**src/rtl/ram_arb_pkg.sv**
```systemverilog
// Shared constants and types for the ram1 two-client arbiter.
// Client IDs are one bit: 0 = port 0, 1 = port 1.
package ram_arb_pkg;
   localparam int DW    = 8;
   localparam int AW    = 6;
   localparam int DEPTH = 2 ** AW;

   typedef enum logic {
      CLEAR = 1'b0,
      RUN   = 1'b1
   } state_t;

   typedef logic client_id_t;
endpackage

```
**src/rtl/rr_arb2.sv**
```systemverilog
// Two-way round-robin picker: a lone request wins outright, and under contention
// the client that was not granted most recently wins. The grant is one-hot or zero.
module rr_arb2
   import ram_arb_pkg::*;
(
   input  logic [1:0] req,
   input  client_id_t last,
   output logic [1:0] gnt
);

   always_comb begin
      gnt = req;
      if (req == 2'b11) begin
         gnt = (last == 1'b1) ? 2'b01 : 2'b10;
      end
   end

endmodule

```
**src/rtl/ram_arbiter.sv**
```systemverilog
// Round-robin arbiter/sequencer sharing single-port ram1 between two clients.
// Reads return one cycle after grant; RAM_ARB_CLEAR_EN adds a post-reset clear of all words.
module ram_arbiter #(
   parameter int              DW      = ram_arb_pkg::DW,
   parameter int              AW      = ram_arb_pkg::AW,
   parameter logic [DW-1:0]   CLR_VAL = '0
) (
   input  logic          clk,
   input  logic          rst_n,
   input  logic          req0,
   input  logic          req1,
   input  logic          we0,
   input  logic          we1,
   input  logic [AW-1:0] addr0,
   input  logic [AW-1:0] addr1,
   input  logic [DW-1:0] wdata0,
   input  logic [DW-1:0] wdata1,
   output logic          gnt0,
   output logic          gnt1,
   output logic          rvalid0,
   output logic          rvalid1,
   output logic [DW-1:0] rdata,
   output logic [DW-1:0] ram_ip,
   output logic [AW-1:0] ram_add,
   output logic          ram_wr,
   input  logic [DW-1:0] ram_q,
   output logic          busy
);

   logic [1:0]              arb_gnt;
   logic [1:0]              gnt_v;
   logic                    clearing;
   logic [AW-1:0]           count_q;
   ram_arb_pkg::client_id_t last_q, last_d;
   ram_arb_pkg::client_id_t owner_q, owner_d;
   logic                    rd_vld_q, rd_vld_d;

`ifdef RAM_ARB_CLEAR_EN
   ram_arb_pkg::state_t state_q, state_d;
   logic [AW-1:0]       count_d;

   always_ff @(posedge clk) begin
      if (!rst_n) begin
         state_q <= ram_arb_pkg::CLEAR;
         count_q <= '0;
      end else begin
         state_q <= state_d;
         count_q <= count_d;
      end
   end

   always_comb begin
      state_d = state_q;
      count_d = count_q;
      if (state_q == ram_arb_pkg::CLEAR) begin
         count_d = count_q + 1'b1;
         if (count_q == {AW{1'b1}}) begin
            state_d = ram_arb_pkg::RUN;
         end
      end
   end

   assign clearing = (state_q == ram_arb_pkg::CLEAR);
`else
   assign clearing = 1'b0;
   assign count_q  = '0;
`endif

   rr_arb2 u_rr_arb2 (
      .req  ({req1, req0}),
      .last (last_q),
      .gnt  (arb_gnt)
   );

   always_comb begin
      gnt_v    = '0;
      ram_wr   = 1'b0;
      ram_add  = addr0;
      ram_ip   = wdata0;
      busy     = 1'b0;
      last_d   = last_q;
      owner_d  = owner_q;
      rd_vld_d = 1'b0;

      if (rst_n && !clearing) begin
         gnt_v = arb_gnt;
      end

      if (clearing) begin
         ram_wr  = rst_n;
         ram_add = count_q;
         ram_ip  = CLR_VAL;
         busy    = rst_n;
      end else if (gnt_v[1]) begin
         ram_wr  = we1;
         ram_add = addr1;
         ram_ip  = wdata1;
      end else if (gnt_v[0]) begin
         ram_wr  = we0;
      end

      // Owner tag follows every grant; only reads raise the return strobe.
      if (gnt_v[1]) begin
         last_d   = 1'b1;
         owner_d  = 1'b1;
         rd_vld_d = ~we1;
      end else if (gnt_v[0]) begin
         last_d   = 1'b0;
         owner_d  = 1'b0;
         rd_vld_d = ~we0;
      end
   end

   always_ff @(posedge clk) begin
      if (!rst_n) begin
         last_q   <= 1'b1;
         owner_q  <= 1'b0;
         rd_vld_q <= 1'b0;
      end else begin
         last_q   <= last_d;
         owner_q  <= owner_d;
         rd_vld_q <= rd_vld_d;
      end
   end

   // Gated by rst_n so a read granted just before reset never returns.
   assign gnt0    = gnt_v[0];
   assign gnt1    = gnt_v[1];
   assign rvalid0 = rd_vld_q & ~owner_q & rst_n;
   assign rvalid1 = rd_vld_q &  owner_q & rst_n;
   assign rdata   = ram_q;

endmodule

```
**config.mk**
```make
export PLATFORM = sky130hd
export DESIGN_NAME = ram_arbiter
export DESIGN_NICKNAME = d
export VERILOG_FILES = /design/src/rtl/ram_arb_pkg.sv /design/src/rtl/rr_arb2.sv /design/src/rtl/ram_arbiter.sv
export SDC_FILE = /design/constraint.sdc
export NUM_CORES = 1
export LEC_CHECK = 0
export CORE_ASPECT_RATIO = 1.4
export CORE_MARGIN = 10
export CORE_UTILIZATION = 23
export CTS_BUF_LIST = sky130_fd_sc_hd__clkbuf_4
export DETAILED_ROUTE_END_ITERATION = 8
export PLACE_DENSITY = 0.89
export SETUP_SLACK_MARGIN = 0.1
export SLEW_MARGIN = 20
export SYNTH_ARGS = -nofsm -noshare
export SYNTH_HDL_FRONTEND = slang
export SYNTH_SLANG_ARGS = --single-unit
```
**constraint.sdc**
```tcl
create_clock -name clk -period 1.5 [get_ports clk]
set_input_delay 0.3 -clock clk [delete_from_list [all_inputs] [get_ports clk]]
set_output_delay 0.3 -clock clk [all_outputs]
set_load 0.05 [all_outputs]
```
==> metrics.yaml <==
status:
  outcome: "complete, but fails checks"
  violations_in_the_final_reports: "negative setup slack"
floorplanning:
  die_width_um: 58.0
  floorplan.io_pins: 70
  die_area_um2: 4240
  row_count: 19
  coreArea_um2: 1950
  initial_utilization: 0.238
  die_h_um: 73.2
power:
  power-per-cell-area_nw_per_um2: 612
  power.share.sequential: 0.125
  clock_power_share: 0.226
  power.leakage_nw: 0.559
  internal-power_mw: 0.454
  p_sw_frac: 0.379
  pwr-share-comb: 0.650
  design_power_total_mw: 0.732
  vdd_drop_max_v: 0.000520
  power.switching_mw: 0.277
placement:
  buffer_ports.inserted: 52
  hpwl_um: 1770
  placedCellCount: 119
  detailed_place.area_um2: 1070
  preCtsSetupSlack_ns: -0.508
  gp_routability_congestion: 0.740
layout:
  area_growth_from_synthesis_to_layout_pct: 157
  num-fill-cells: 147
  drive_gt1_frac: 0.558
  layout.nets: 147
  antenna_diodes: 0
  postLayoutCellArea_um2: 1190
  stdcell_count: 125
drt:
  via_count: 571
  drtIter0Drc: 9
  antenna_violating_nets_left: 0
  drt_pass1_iterations: 2
  detail_route.vias_per_cell: 4.57
  drc: 0
  wl_per_cell_um: 17.2
  detail_route.wirelength_um: 2160
setup_path:
  worstPathCellList: "nand2_4 -> nand3_4 -> mux2_4 -> buf_12"
  critPathTopFamily: "multiplexers"
  cpPeakStageDelay_ns: 0.36
  startpoint_type: "flop"
  critical_path_required_ns: 1.20
  ff2ff_setup_slack_ns: 0.45
  worst_path_class_setup: "flop to primary output"
  worst_ep_arrival_time_ns: 1.33
  timing.critical_path.slowest_stage_cell: "sky130_fd_sc_hd__mux2_4"
  crit_buf_inv: 1
  timing.critical_path.to_type: "primary output"
  worst-path-max-fanout: 8
flow_run:
  max-cap-violations: 0
min_path:
  timing.hold.worst.class: "flop to flop"
cts:
  clock_latency_at_the_later_pin_of_the_worst_skew_pair_ns: 0.24
  clk_buf_depth: 2
  clock_sink_count: 3
  cts.root.buffer_cell: "sky130_fd_sc_hd__clkbuf_4"
  htree_levels: 1
  cts.reportedPaths.clkPinSlew_ns: 0.04
  post_cts_hold_buffer_count: 0
  tritoncts: "done"
  numCtsBuffers: 3
grt:
  grtUsageMet2: 0.158
  grt_pass1_wl_um: 3410
  grt_pass1_vias: 685
  grt_max_degree: 9
  globalRouteMet3Util: 0.0801
  grt_antenna_before_repair: 0
  globalRouteOverflowTotal: 0
  gr-usage-all-layers: 0.102
  grt-busiest-layer: "met2"
  met1_usage: 0.103
sta:
  finalCritPeriodShare: 1.09
  slew_viol_final: 0
  final_period_minus_worst_setup_slack_ns: 1.63
  finalSetupViolCount: 16
  timing.fmax_mhz: 614
  grt_setup_unrepaired: "yes"
  fin_worst_skew_ns: 0.00542
  final_critical_path_setup_slack_ns: -0.128
  report.final.hold_viol_count: 0
yosys:
  synth.ff_latch_count: 3
  syn_avg_cell_area_um2: 9.47
  synth-warning-count: 0
  synth-seq-area-share: 0.129
  synth_area_um2: 464
  synth.distinct_cells: 19
  post_synth_inst_count: 49
  synth_nets: 91
power by group through the flow:
stage	sequential, mW	clock, mW	combinational [mW]
after global routing	0.0918	0.174	0.498
final	0.0912	0.165	0.475
after CTS	0.0914	0.171	0.477
after floorplan	0.0904	0	0.283
after detailed placement	0.0910	0	0.441
after global placement	0.0907	0	0.434
final timing paths:
kind           start   endpoint  cells after the start
max           last_q  ram_ip[0]                      4
min          owner_q    owner_q                      2
max reg2reg   last_q    owner_q                      4
min reg2reg  owner_q    owner_q                      2
layout by cell type (no fill, tap or decap):
cell type / n
sky130_fd_sc_hd__a21oi_1: 1
sky130_fd_sc_hd__and3_2: 1
sky130_fd_sc_hd__buf_12: 10
sky130_fd_sc_hd__buf_4: 8
sky130_fd_sc_hd__buf_6: 10
sky130_fd_sc_hd__clkbuf_4: 4
sky130_fd_sc_hd__clkdlybuf4s15_1: 1
sky130_fd_sc_hd__clkdlybuf4s15_2: 2
sky130_fd_sc_hd__clkdlybuf4s50_1: 30
sky130_fd_sc_hd__conb_1: 1
sky130_fd_sc_hd__dfxtp_1: 2
sky130_fd_sc_hd__dfxtp_2: 1
sky130_fd_sc_hd__inv_1: 1
sky130_fd_sc_hd__inv_4: 1
sky130_fd_sc_hd__mux2_4: 14
sky130_fd_sc_hd__nand2_1: 4
sky130_fd_sc_hd__nand2_2: 1
sky130_fd_sc_hd__nand2_4: 1
sky130_fd_sc_hd__nand2b_1: 1
sky130_fd_sc_hd__nand3_1: 1
sky130_fd_sc_hd__nand3_4: 2
sky130_fd_sc_hd__nor2_2: 2
sky130_fd_sc_hd__o21bai_1: 1
sky130_fd_sc_hd__o22ai_2: 1
sky130_fd_sc_hd__o32ai_1: 1
sky130_fd_sc_hd__or2b_1: 2
registers in the layout, summed over array words and instances, names as in the netlist:
signal and flops:
last_q 1, owner_q 1, rd_vld_q 1
Yosys cell counts, drive strengths merged:
| master | n | share of area |
|---|---|---|
| dfxtp | 3 | 0.13 |
| mux2 | 14 | 0.41 |
| o32ai | 1 | 0.019 |
| o21bai | 1 | 0.016 |
| buf | 11 | 0.19 |
| o22ai | 1 | 0.013 |
| nor2 | 2 | 0.016 |
| nand2 | 6 | 0.054 |
| a21oi | 1 | 0.011 |
| or2b | 2 | 0.032 |
| nand2b | 1 | 0.013 |
| conb | 1 | 0.0081 |
| and3 | 1 | 0.016 |
| nand3 | 2 | 0.049 |
| inv | 2 | 0.016 |
through the flow:
stage,hold WS [ns],utilization,TNS [ns]
5_1_grt,0.589,0.613,-2.47
4_1_cts,0.579,0.609,-2.16
3_3_place_gp,0.534,0.547,-7.35
3_5_place_dp,0.564,0.547,-8.03
6_report,0.575,0.613,-1.67
2_1_floorplan,0.415,-,0
area by class of cell:
type                    instances  area (um^2)  area share
clock buffers                   4         30.0      0.0251
repair buffers                 61          706       0.591
well taps                      21         26.3      0.0220
flip-flops and latches          3         61.3      0.0513
inverters                       2         10.0     0.00838
multi-input cells              34          362       0.303
logic make-up (layout without fill, tap and decap cells):
logic type             Yosys count  count (layout)  synth area share
multiplexers                    14              14             0.412
AND/OR/NAND/NOR                 14              15             0.181
buffers and inverters           13              67             0.210
AO/OA/AOI/OAI                    4               4            0.0593
flip-flops                       3               3             0.129
other                            1               1           0.00808
tightest hold or removal path, cell delays in order, from the launching register on:
cell	delay, ns
sky130_fd_sc_hd__dfxtp_1	0.32
sky130_fd_sc_hd__o21bai_1	0.14
sky130_fd_sc_hd__a21oi_1	0.07
layer usage:
layer | wire length, um | vias to the layer above
li1 | - | 271
met1 | 841 | 245
met2 | 921 | 51
met3 | 382 | 4
met4 | 10 | 0
met5 | 0 | -
timing repair:
action	CTS	global route
resized for setup	30	1
cloned	1	0
setup buffers	0	2
pin swaps	4	1
endpoints found under the setup margin	19	18
Power figures use the tool's default switching activity.
==> patch 1 (config.mk and constraints unchanged) <==
The package constant `DW` goes from 8 to 7.
--- a/src/rtl/ram_arb_pkg.sv
+++ b/src/rtl/ram_arb_pkg.sv
@@ -3,3 +3,3 @@
 package ram_arb_pkg;
-   localparam int DW    = 8;
+   localparam int DW    = 7;
    localparam int AW    = 6;
Ports: changed (5 resized); port bits go from 70 to 65. The function was not compared with the original's and may differ.
==> patch 1 against the unedited design <==
The run still ends with negative setup slack left; first-iteration DRC count fell by 78%; wire length down 6.4%; worst setup slack got worse by 0.013 ns; design area fell by 3.8%; clock skew fell by 0.0011 ns; sequential cell count is the same; synthesized cell count is 6.1% lower; largest power group unchanged; clock power is 4% higher; power decreased by 2.2%; register-to-register slack improved by 0.06 ns; highest routed layer unchanged; synthesized area is 7.5% lower.
==> patch 1: results (changes against the unedited design) <==
stage,metric,value,unit,change
status,result of the run,finished with violations,,unchanged
status,failing checks,negative setup slack,,unchanged
global_route,overall global routing resource usage,10.4,%,was 10.2%
synth,leading post-synthesis cells by instance count,"sky130_fd_sc_hd__mux2_4 (9), sky130_fd_sc_hd__buf_4 (8), sky130_fd_sc_hd__nand2_1 (6)",,"was sky130_fd_sc_hd__buf_4 (9), sky130_fd_sc_hd__mux2_4 (9), sky130_fd_sc_hd__mux2_2 (5), sky130_fd_sc_hd__nand2_1 (5), sky130_fd_sc_hd__dfxtp_1 (3)"
worst_hold_path,type of the most critical hold path,in -> reg,,was reg -> reg
power_and_ir_drop,Max VDD drop,0.455,mV,was 0.520 mV
placement,number of port buffers,49,,was 52
timing,final setup violating endpoints,14,,was 16
drt,wire length on met2,1110,um,was 921 um
timing,minimum setup slack in the final design,-0.141,ns,was -0.128 ns
synth,top cell type's share of synthesized area,31.5,%,was 29.1%
placement,total half-perimeter wirelength after legalization and detailed placement,1630,um,was 1770 um
drt,1st-iter DRT viols,2,,was 9
synth,multiplexer share of the synthesized area,42.0,%,was 41.2%
global_route,maximum number of pins on one net before global-route repair,8,,was 9
power_and_ir_drop,leakage power,0.541,nW,was 0.559 nW
global_route,via count of the first global-routing pass,619,,was 685
drt,routed length on met3,226,um,was 382 um
synth,share of synthesized area occupied by flip-flops and latches,14.0,%,was 12.9%
synth,net count after synthesis,85,,was 91
final_layout,fraction of final layout cells with drive strength greater than 1,57.6,%,was 55.8%
drt,Wirelength per Cell,17.0,um,was 17.2 um
placement,last weighted congestion value of the routability-driven placer,0.678,,was 0.740
final_layout,Final Net Count,139,,was 147
synth,post-synthesis compound-gate area fraction,6.41,%,was 5.93%
global_route,first-pass GRT wire length,3300,um,was 3410 um
drt,vias per std cell,4.49,,was 4.57
synth,count of distinct cell types in the synthesized netlist,18,,was 19
-- patch 1: worst paths after layout --
path | start | to | slack, ns | depth (start not counted)
worst min-delay path | we1 | rd_vld_q | 0.42 | 2
worst max-delay path | last_q | ram_ip[0] | -0.14 | 4
worst min register to register | owner_q | owner_q | 0.56 | 2
worst max register to register | last_q | rd_vld_q | 0.51 | 4
-- patch 1: power groups by stage --
stage / Combinational, mW / Sequential [mW] / Clock (mW)
floorplan: 0.260 / 0.0900 / 0
global placement: 0.402 / 0.0907 / 0
finish: 0.453 / 0.0912 / 0.172
detailed placement: 0.407 / 0.0912 / 0
CTS: 0.452 / 0.0916 / 0.175
global route: 0.474 / 0.0920 / 0.184
-- patch 1: area by class of cell --
type | count | area [um^2]
Multi-Input combinational cell | 33 | 374
Tap cell | 20 | 25.0
Clock buffer | 4 | 30.0
Inverter | 2 | 10.0
Sequential cell | 3 | 61.3
Fill cell | 135 | 629
Timing Repair Buffer | 57 | 649
-- patch 1: metal layers --
| layer | vias to the layer above | global-route usage (%) |
|---|---|---|
| met5 | - | 0 |
| met4 | 0 | 5.90 |
| met3 | 5 | 5.89 |
| met2 | 36 | 17.7 |
| met1 | 236 | 9.30 |
| li1 | 257 | - |
-- patch 1: stage by stage --
stage	std cells	power, mW	setup WS (ns)	instance area [um^2]	setup TNS, ns
2_1_floorplan	46	0.350	0.123	438	0
3_3_place_gp	112	0.493	-0.454	995	-6.61
3_5_place_dp	112	0.498	-0.501	995	-7.30
4_1_cts	118	0.718	-0.164	1130	-1.87
5_1_grt	119	0.750	-0.193	1150	-2.31
6_report	119	0.715	-0.141	1150	-1.59
-- patch 1: what timing repair did --
item	in CTS	in global routing
endpoints found under the setup margin	18	18
gates cloned	1	0
setup buffers	1	1
pin swaps	3	1
gates resized for setup	36	3
==> patch 2 (same settings) <==
Made on the original files. Build with the macro `RAM_ARB_CLEAR_EN` defined.
--- a/src/rtl/ram_arbiter.sv
+++ b/src/rtl/ram_arbiter.sv
@@ -2,2 +2,4 @@
 // Reads return one cycle after grant; RAM_ARB_CLEAR_EN adds a post-reset clear of all words.
+`define RAM_ARB_CLEAR_EN
+
 module ram_arbiter #(
Formal check against the unedited RTL: not equivalent (Yosys sat finds a counterexample within 4 cycles, from zero or initial values and one cycle with rst_n low).
==> patch 2 against the unedited design <==
The run still ends with negative setup slack left; clock skew decreased by 0.0038 ns; worst setup slack lost 0.18 ns; core utilization decreased by 4.1 points; sequential cell count rose by 7; design area increased by 73%; combinational power shrank 22%; synthesized cell count rose by 140%; wire length up 87%; power up 16%; synthesized area increased by 83%; via count grew 99%; critical path type unchanged; largest cell class unchanged.
==> patch 2: results (changes against the unedited design) <==
stage,metric,value,unit,change
status,failing checks,negative setup slack,,unchanged
synth,leading post-synthesis cells by instance count,"sky130_fd_sc_hd__nand3_1 (15), sky130_fd_sc_hd__nor2_1 (15), sky130_fd_sc_hd__o21ai_0 (13)",,"was sky130_fd_sc_hd__buf_4 (9), sky130_fd_sc_hd__mux2_4 (9), sky130_fd_sc_hd__mux2_2 (5), sky130_fd_sc_hd__nand2_1 (5), sky130_fd_sc_hd__dfxtp_1 (3)"
synth,count of distinct cell types in the synthesized netlist,32,,was 19
synth,top area cells in the synthesized netlist,"sky130_fd_sc_hd__dfxtp_1 (24%), sky130_fd_sc_hd__nand3_1 (8.8%), sky130_fd_sc_hd__o21ai_0 (7.7%)",,"was sky130_fd_sc_hd__mux2_4 (29%), sky130_fd_sc_hd__buf_4 (15%), sky130_fd_sc_hd__dfxtp_1 (13%)"
final_layout,bufs w/o clock,70,,was 61
timing,final clock skew,0.00162,ns,was 0.00542 ns
drt,Total Wirelength,4030,um,was 2160 um
global_route,overall global routing resource usage,11.8,%,was 10.2%
timing,final setup violating endpoints,16,,unchanged
worst_hold_path,type of the most critical hold path,in -> reg,,was reg -> reg
timing,total negative slack,-4.19,ns,was -1.67 ns
placement,last weighted congestion value of the routability-driven placer,0.889,,was 0.740
power_and_ir_drop,Sw Pwr,0.287,mW,was 0.277 mW
drt,first drt pass iteration count,4,,was 2
power_and_ir_drop,Max VDD drop,0.464,mV,was 0.520 mV
final_layout,sequential share of cell area,10.0,%,was 5.13%
drt,overall via count from detail_route,1134,,was 571
timing,minimum setup slack in the final design,-0.303,ns,was -0.128 ns
final_layout,fraction of area in non-clock buffers,43.9,%,was 59.1%
final_layout,Multi-input gate area,865,um^2,was 362 um^2
placement,number of placed instances with taps included,210,,was 119
placement,Worst Setup Slack post-DPL,-0.581,ns,was -0.508 ns
status,result of the run,finished with violations,,unchanged
timing,final worst hold slack,0.388,ns,was 0.575 ns
critical_path,register-to-register setup slack,0.20,ns,was 0.45 ns
==> patch 2: routing by layer <==
metal,share of wire [%],GRT usage (%)
met5,0,0
met4,1.9,4.05
met3,6.5,4.64
met2,58,22.1
met1,33,11.2
==> patch 2: power groups by stage <==
stage	sequential [mW]	clock (mW)	combinational, mW
final	0.278	0.199	0.370
after global routing	0.279	0.213	0.388
after CTS	0.278	0.204	0.363
after detailed placement	0.287	0	0.318
after global placement	0.286	0	0.311
after floorplan	0.285	0	0.200
==> patch 2: logic make-up after synthesis <==
family / after synthesis / synth area share [%]
multiplexers: 1 / 1.18
buffers and inverters: 19 / 14.6
AO/OA/AOI/OAI: 39 / 28.6
flip-flops: 10 / 23.6
XOR/XNOR: 4 / 4.13
adder cells (fa/ha/maj): 1 / 1.47
AND/OR/NAND/NOR: 45 / 26.4
==> patch 2: final timing paths <==
kind	end	cells past startpoint	from
worst max-delay path	ram_add[2]	6	last_q
worst min-delay path	last_q	3	rst_n
worst max register to register	count_q[5]	4	state_q
worst min register to register	state_q	2	count_q[3]
